**config.mk**
```make
export PLATFORM = sky130hd
export DESIGN_NAME = mem_port_arbiter
export DESIGN_NICKNAME = d
export VERILOG_FILES = /design/src/rtl/mem_arb_pkg.sv /design/src/rtl/arb2_alternating.sv /design/src/rtl/mem_port_arbiter.sv
export SDC_FILE = /design/constraint.sdc
export NUM_CORES = 1
export LEC_CHECK = 0
export BUFFER_PORTS_ARGS = -buffer_cell sky130_fd_sc_hd__buf_2
export CORE_MARGIN = 5
export CORE_UTILIZATION = 51
export DETAILED_ROUTE_END_ITERATION = 16
export MAX_ROUTING_LAYER = met4
export PLACE_DENSITY = 0.85
export SLEW_MARGIN = 20
export SYNTH_ARGS = -nofsm -noshare
export SYNTH_HDL_FRONTEND = slang
export SYNTH_SLANG_ARGS = --single-unit
export TNS_END_PERCENT = 50
```
**constraint.sdc**
```tcl
create_clock -name clk -period 7.64 [get_ports clk]
set_clock_uncertainty 0.2 [all_clocks]
set_input_delay 1.146 -clock clk [delete_from_list [all_inputs] [get_ports clk]]
set_output_delay 1.146 -clock clk [all_outputs]
set_load 0.03 [all_outputs]
```
**src/rtl/mem_arb_pkg.sv**
```systemverilog
// ============================================================================
// Module  : mem_arb_pkg
// Brief   : Shared types and constants for the IF/DM memory port arbiter.
// Revision: 1.0 - initial release
// ============================================================================
`default_nettype none

package mem_arb_pkg;

  localparam int c_DEFAULT_AW    = 32;
  localparam int c_DEFAULT_DW    = 32;
  localparam int c_CNT_W         = 8;
  localparam int c_TIMEOUT_RDATA = 0;

  typedef enum logic [1:0] {
    ST_IDLE  = 2'd0,
    ST_FETCH = 2'd1,
    ST_DATA  = 2'd2
  } state_e;

  typedef enum logic {
    GNT_FETCH = 1'b0,
    GNT_DATA  = 1'b1
  } grant_e;

endpackage

`default_nettype wire

```
**src/rtl/arb2_alternating.sv**
```systemverilog
// ============================================================================
// Module  : arb2_alternating
// Brief   : Combinational 2-way picker; on conflict grants the side that
//           did not win last time.
// Revision: 1.0 - initial release
// ============================================================================
`default_nettype none

module arb2_alternating
  import mem_arb_pkg::*;
(
  input  logic   i_elig_fetch,
  input  logic   i_elig_data,
  input  grant_e i_last_grant,
  output grant_e o_grant,
  output logic   o_valid
);

  always_comb begin
    o_valid = i_elig_fetch | i_elig_data;
    o_grant = GNT_FETCH;
    if (i_elig_fetch && i_elig_data) begin
      o_grant = (i_last_grant == GNT_FETCH) ? GNT_DATA : GNT_FETCH;
    end else if (i_elig_data) begin
      o_grant = GNT_DATA;
    end
  end

endmodule

`default_nettype wire

```
**src/rtl/mem_port_arbiter.sv**
```systemverilog
// ============================================================================
// Module  : mem_port_arbiter
// Brief   : Serialises instruction-fetch and data accesses onto one
//           single-ported memory with alternating priority and timeout.
// Revision: 1.0 - initial release
// ============================================================================
`default_nettype none

module mem_port_arbiter
  import mem_arb_pkg::*;
#(
  parameter int AW      = c_DEFAULT_AW,
  parameter int DW      = c_DEFAULT_DW,
  parameter int TIMEOUT = 15
) (
  input  logic          clk,
  input  logic          rst,
  input  logic          i_if_req,
  input  logic [AW-1:0] i_if_addr,
  output logic          o_if_ack,
  output logic [DW-1:0] o_if_rdata,
  input  logic          i_dm_req,
  input  logic          i_dm_we,
  input  logic [AW-1:0] i_dm_addr,
  input  logic [DW-1:0] i_dm_wdata,
  output logic          o_dm_ack,
  output logic [DW-1:0] o_dm_rdata,
  output logic          o_mem_en,
  output logic          o_mem_we,
  output logic [AW-1:0] o_mem_addr,
  output logic [DW-1:0] o_mem_wdata,
  input  logic [DW-1:0] i_mem_rdata,
  input  logic          i_mem_ready,
  output logic          o_busy,
  output logic          o_err
);

  localparam logic [c_CNT_W-1:0] c_TIMEOUT = c_CNT_W'(TIMEOUT);
  localparam logic [DW-1:0]      c_ABORT_DATA = DW'(c_TIMEOUT_RDATA);

  state_e               r_state;
  grant_e               r_last_grant;
  logic [c_CNT_W-1:0]   r_cnt;

  logic   w_elig_fetch;
  logic   w_elig_data;
  logic   w_valid;
  grant_e w_grant;
  logic   w_done;

  // A requester still seeing its own ack is ignored so the req drop after
  // completion cannot trigger a duplicate access.
  assign w_elig_fetch = i_if_req & ~o_if_ack;
  assign w_elig_data  = i_dm_req & ~o_dm_ack;
  assign w_done       = i_mem_ready | (r_cnt == c_TIMEOUT);

  arb2_alternating u_arb (
    .i_elig_fetch (w_elig_fetch),
    .i_elig_data  (w_elig_data),
    .i_last_grant (r_last_grant),
    .o_grant      (w_grant),
    .o_valid      (w_valid)
  );

  always_ff @(posedge clk or posedge rst) begin
    if (rst) begin
      r_state      <= ST_IDLE;
      r_last_grant <= GNT_FETCH;
      r_cnt        <= '0;
      o_if_ack     <= 1'b0;
      o_dm_ack     <= 1'b0;
      o_if_rdata   <= '0;
      o_dm_rdata   <= '0;
      o_mem_en     <= 1'b0;
      o_mem_we     <= 1'b0;
      o_mem_addr   <= '0;
      o_mem_wdata  <= '0;
      o_busy       <= 1'b0;
      o_err        <= 1'b0;
    end else begin
      o_if_ack <= 1'b0;
      o_dm_ack <= 1'b0;
      o_err    <= 1'b0;
      case (r_state)
        ST_IDLE: begin
          if (w_valid) begin
            o_mem_en     <= 1'b1;
            o_busy       <= 1'b1;
            r_cnt        <= '0;
            r_last_grant <= w_grant;
            if (w_grant == GNT_DATA) begin
              r_state     <= ST_DATA;
              o_mem_addr  <= i_dm_addr;
              o_mem_we    <= i_dm_we;
              o_mem_wdata <= i_dm_wdata;
            end else begin
              r_state    <= ST_FETCH;
              o_mem_addr <= i_if_addr;
              o_mem_we   <= 1'b0;
            end
          end
        end

        ST_FETCH, ST_DATA: begin
          if (w_done) begin
            r_state  <= ST_IDLE;
            o_mem_en <= 1'b0;
            o_mem_we <= 1'b0;
            o_busy   <= 1'b0;
            o_err    <= ~i_mem_ready;
            if (r_state == ST_FETCH) begin
              o_if_ack   <= 1'b1;
              o_if_rdata <= i_mem_ready ? i_mem_rdata : c_ABORT_DATA;
            end else begin
              o_dm_ack <= 1'b1;
              // Aborted accesses clear the read register; stores leave it alone.
              if (!i_mem_ready) begin
                o_dm_rdata <= c_ABORT_DATA;
              end else if (!o_mem_we) begin
                o_dm_rdata <= i_mem_rdata;
              end
            end
          end else begin
            r_cnt <= r_cnt + 1'b1;
          end
        end

        default: begin
          r_state  <= ST_IDLE;
          o_mem_en <= 1'b0;
          o_mem_we <= 1'b0;
          o_busy   <= 1'b0;
        end
      endcase
    end
  end

endmodule

`default_nettype wire
```
==> results.sh <==
export IMPL_use_met3_pct=5.00
export IMPL_place_gp_congestion=0.809
export IMPL_clk_pin_slew_ns=0.06
export IMPL_busiest_layer="met2"
export IMPL_grt_pass1_vias=4953
export IMPL_peakVddDrop_mv=0.395
export IMPL_finalSetupTns_ns=0
export IMPL_setup_viol=0
export IMPL_dr_total_vias=4659
export IMPL_cp_num_buf_inv=2
export IMPL_slowest_stage="a21o_2"
export IMPL_cts_tree="yes"
export IMPL_syn_cell_area_sq_um=6130
export IMPL_worst_hold_startpoint="o_mem_addr[18]"
export IMPL_worst_pin_slew_ns=0.998
export IMPL_synth_top_area_share_pct=58.8
export IMPL_wl_mm=15.3
export IMPL_numCtsBuffers=17
export IMPL_ff_latch_area_sq_um=3600
export IMPL_worstHoldPathType="reg -> reg"
export IMPL_whs_endpoint="o_mem_addr[18]"
export IMPL_grt_pass1_wl_mm=24.6
export IMPL_holdBufCountCts=0
export IMPL_required_ns=7.73
export IMPL_met1_usage_pct=24.4
export IMPL_r2r_slack_ns=4.77
export IMPL_fin_cells=893
export IMPL_portBuffers=267
export IMPL_area_growth_pct=33.5
export IMPL_p_leak_uw=0.00436
export IMPL_htree_levels=4
export IMPL_period_minus_slack_ns=3.31
export IMPL_cts_resized=0
export IMPL_hold_depth=2
export IMPL_final_util_pct=68.8
export IMPL_ys_seq_area_share_pct=58.8
export IMPL_ant_nets=0
export IMPL_cap_violations=0
export IMPL_synth_ff_type="dfrtp_1"
export IMPL_synth_common_cells="dfrtp_1, mux2_2, nand2_1, o21ai_0"
export IMPL_start_util_pct=51.5
export IMPL_synth_ff_latch_count=144
export IMPL_synth_edff_count=0
export IMPL_path_max_fanout=35
export IMPL_maxSlewViolCount=0
export IMPL_path_cells="buf_2 -> nor2b_1 -> a21o_2 -> or2_1 -> buf_4 -> mux2_2"
export IMPL_rr_worst_depth=5
export IMPL_max_stage_delay_ns=0.85
export IMPL_drive_above_1_share_pct=54.4
export IMPL_post_cts_buffers=0
export IMPL_timing_rr_start="o_if_ack"
export IMPL_num_io_pins=268
export IMPL_endpoint_kind="flip-flop"
export IMPL_grt_use_met2_pct=38.8
export IMPL_rsz0062_at_grt="no"
export IMPL_n_fill_cell=876
export IMPL_antenna_found_initial=0
export IMPL_chipHeight_microns=120
export IMPL_core_area_sq_um=11900
export IMPL_async_reset_ff_share_pct=100
export IMPL_critPathArrivalTime_ns=3.40
export IMPL_crit_family="compound AO/OA/AOI/OAI gates"
export IMPL_hpwl_mm=11.3
export IMPL_gr_total_overflow=0
export IMPL_cp_start_kind="input port"
export IMPL_fmax_mhz=302
export IMPL_dr_pass1_iters=4
export IMPL_cts_root_buf="clkbuf_16"
export IMPL_cts_path_max_buffers=2
export IMPL_drc=0
export IMPL_yosysTopAreaCell="dfrtp_1"
export IMPL_yosysMostFrequentCell="dfrtp_1"
export IMPL_wire_per_inst_microns=17.1
export IMPL_yosysWarnings=0
export IMPL_outcome="completed"
export IMPL_ys_types=39
export IMPL_rows=40
export IMPL_p_per_area_nw_per_um2=478
export IMPL_viasPerCell=5.22
export IMPL_finalHoldViolCount=0
export IMPL_multi_input_area_sq_um=2370
export IMPL_slew_headroom_pct=33.5
export IMPL_dieWidth_microns=120
export IMPL_synthTopCellsByArea="dfrtp_1, mux2_2, mux2i_1"
export IMPL_reg2reg_to="o_mem_wdata[14]"
export IMPL_drtIter0Drc=326
export IMPL_avgSynthCellArea_sq_um=13.0
export IMPL_numClockSinks=144
export IMPL_grt_max_degree=82
export IMPL_critical_path_class="in -> reg"
export IMPL_die_area_sq_um=14300
export IMPL_syn_nets=609
export IMPL_netlist_instances=472
export IMPL_grtUsageTotal_pct=22.3
export IMPL_dp_cells=862
export IMPL_clkLatencyLatePin_ns=0.41
export IMPL_fin_nets=871
export IMPL_antennaDiodeCount=0
export IMPL_fin_crit_sh_pct=43.3
==> sequential cells by signal, summed over array words and instances, names as in the netlist <==
| name | cells |
|---|---|
| o_if_ack | 1 |
| o_if_rdata | 32 |
| o_dm_rdata | 32 |
| r_state | 2 |
| o_dm_ack | 1 |
| o_mem_addr | 32 |
| o_mem_we | 1 |
| o_busy | 1 |
| o_err | 1 |
| r_last_grant | 1 |
| o_mem_wdata | 32 |
| r_cnt | 8 |
==> tightest hold or removal path, stage by stage, from the launching register on <==
cell and delay (ns):
dfrtp_1 0.33, nand2_1 0.04, o21ai_0 0.06
==> area by class of cell <==
cell class	instances	area share (%)
multi-input cells	292	28.9
clock inverters	10	1.94
well taps	147	2.25
inverters	8	0.428
repair buffers	271	16.7
clock buffers	21	5.74
flip-flops and latches	144	44.0
==> placed cells by master, fill, tap and decap left out, types with 2 or more instances in the layout <==
master and n:
buf_4 3, buf_2 267, and2_1 32, a32o_1 2, clkbuf_8 3, clkinv_2 3
nor2b_1 3, nand2b_1 6, and3_1 4, inv_1 7, mux2i_1 32, mux2_2 96
clkinvlp_4 2, nand2_1 38, dfrtp_1 144, clkbuf_16 17, ha_1 3, o21ai_0 37
nand3b_1 6, a31oi_1 2, bufinv_16 4, o221ai_1 2, nor2_1 4, nand3_1 6
==> power breakdown <==
group | total [uW] | internal [uW] | switching (uW)
Clock | 871 | 569 | 302
Sequential | 1260 | 1090 | 170
Combinational | 1790 | 613 | 1170
Total | 3920 | 2270 | 1650
==> how the worst max path moves through the flow <==
stage,start,endpoint,slack (ns),cells after the start
floorplan,rst,o_busy,2.43,1
global placement,i_if_req,o_mem_wdata[31],4.01,6
detailed placement,i_if_req,o_mem_wdata[20],3.91,6
CTS,i_if_req,o_mem_wdata[17],4.35,6
global route,i_if_req,o_mem_wdata[17],4.20,6
finish,i_if_req,o_mem_wdata[14],4.33,6
==> per-layer routing <==
layer / share of wire (%) / vias up
li1: - / 2169
met1: 38 / 2259
met2: 53 / 181
met3: 5.1 / 50
met4: 4.1 / 0
met5: 0 / -
==> per-stage QoR <==
stage,hold slack (ns),area (sq um),worst slack (ns),total power [uW]
6_report,0.270,8190,4.33,3920
2_1_floorplan,0.248,6130,2.43,2530
5_1_grt,0.285,8190,4.20,4120
4_1_cts,0.278,8190,4.35,3950
3_5_place_dp,0.265,7560,3.91,3070
3_3_place_gp,0.262,7560,4.01,2990
==> kinds of logic after synthesis <==
family          Yosys count  share of synthesized area [%]
mux                     128                           22.8
compound gates           57                           5.92
simple gates            104                           9.04
flops                   144                           58.8
buf+inv                  36                           2.84
fa+ha+maj                 3                          0.612
No activity file was read; power rests on OpenSTA's default activity.
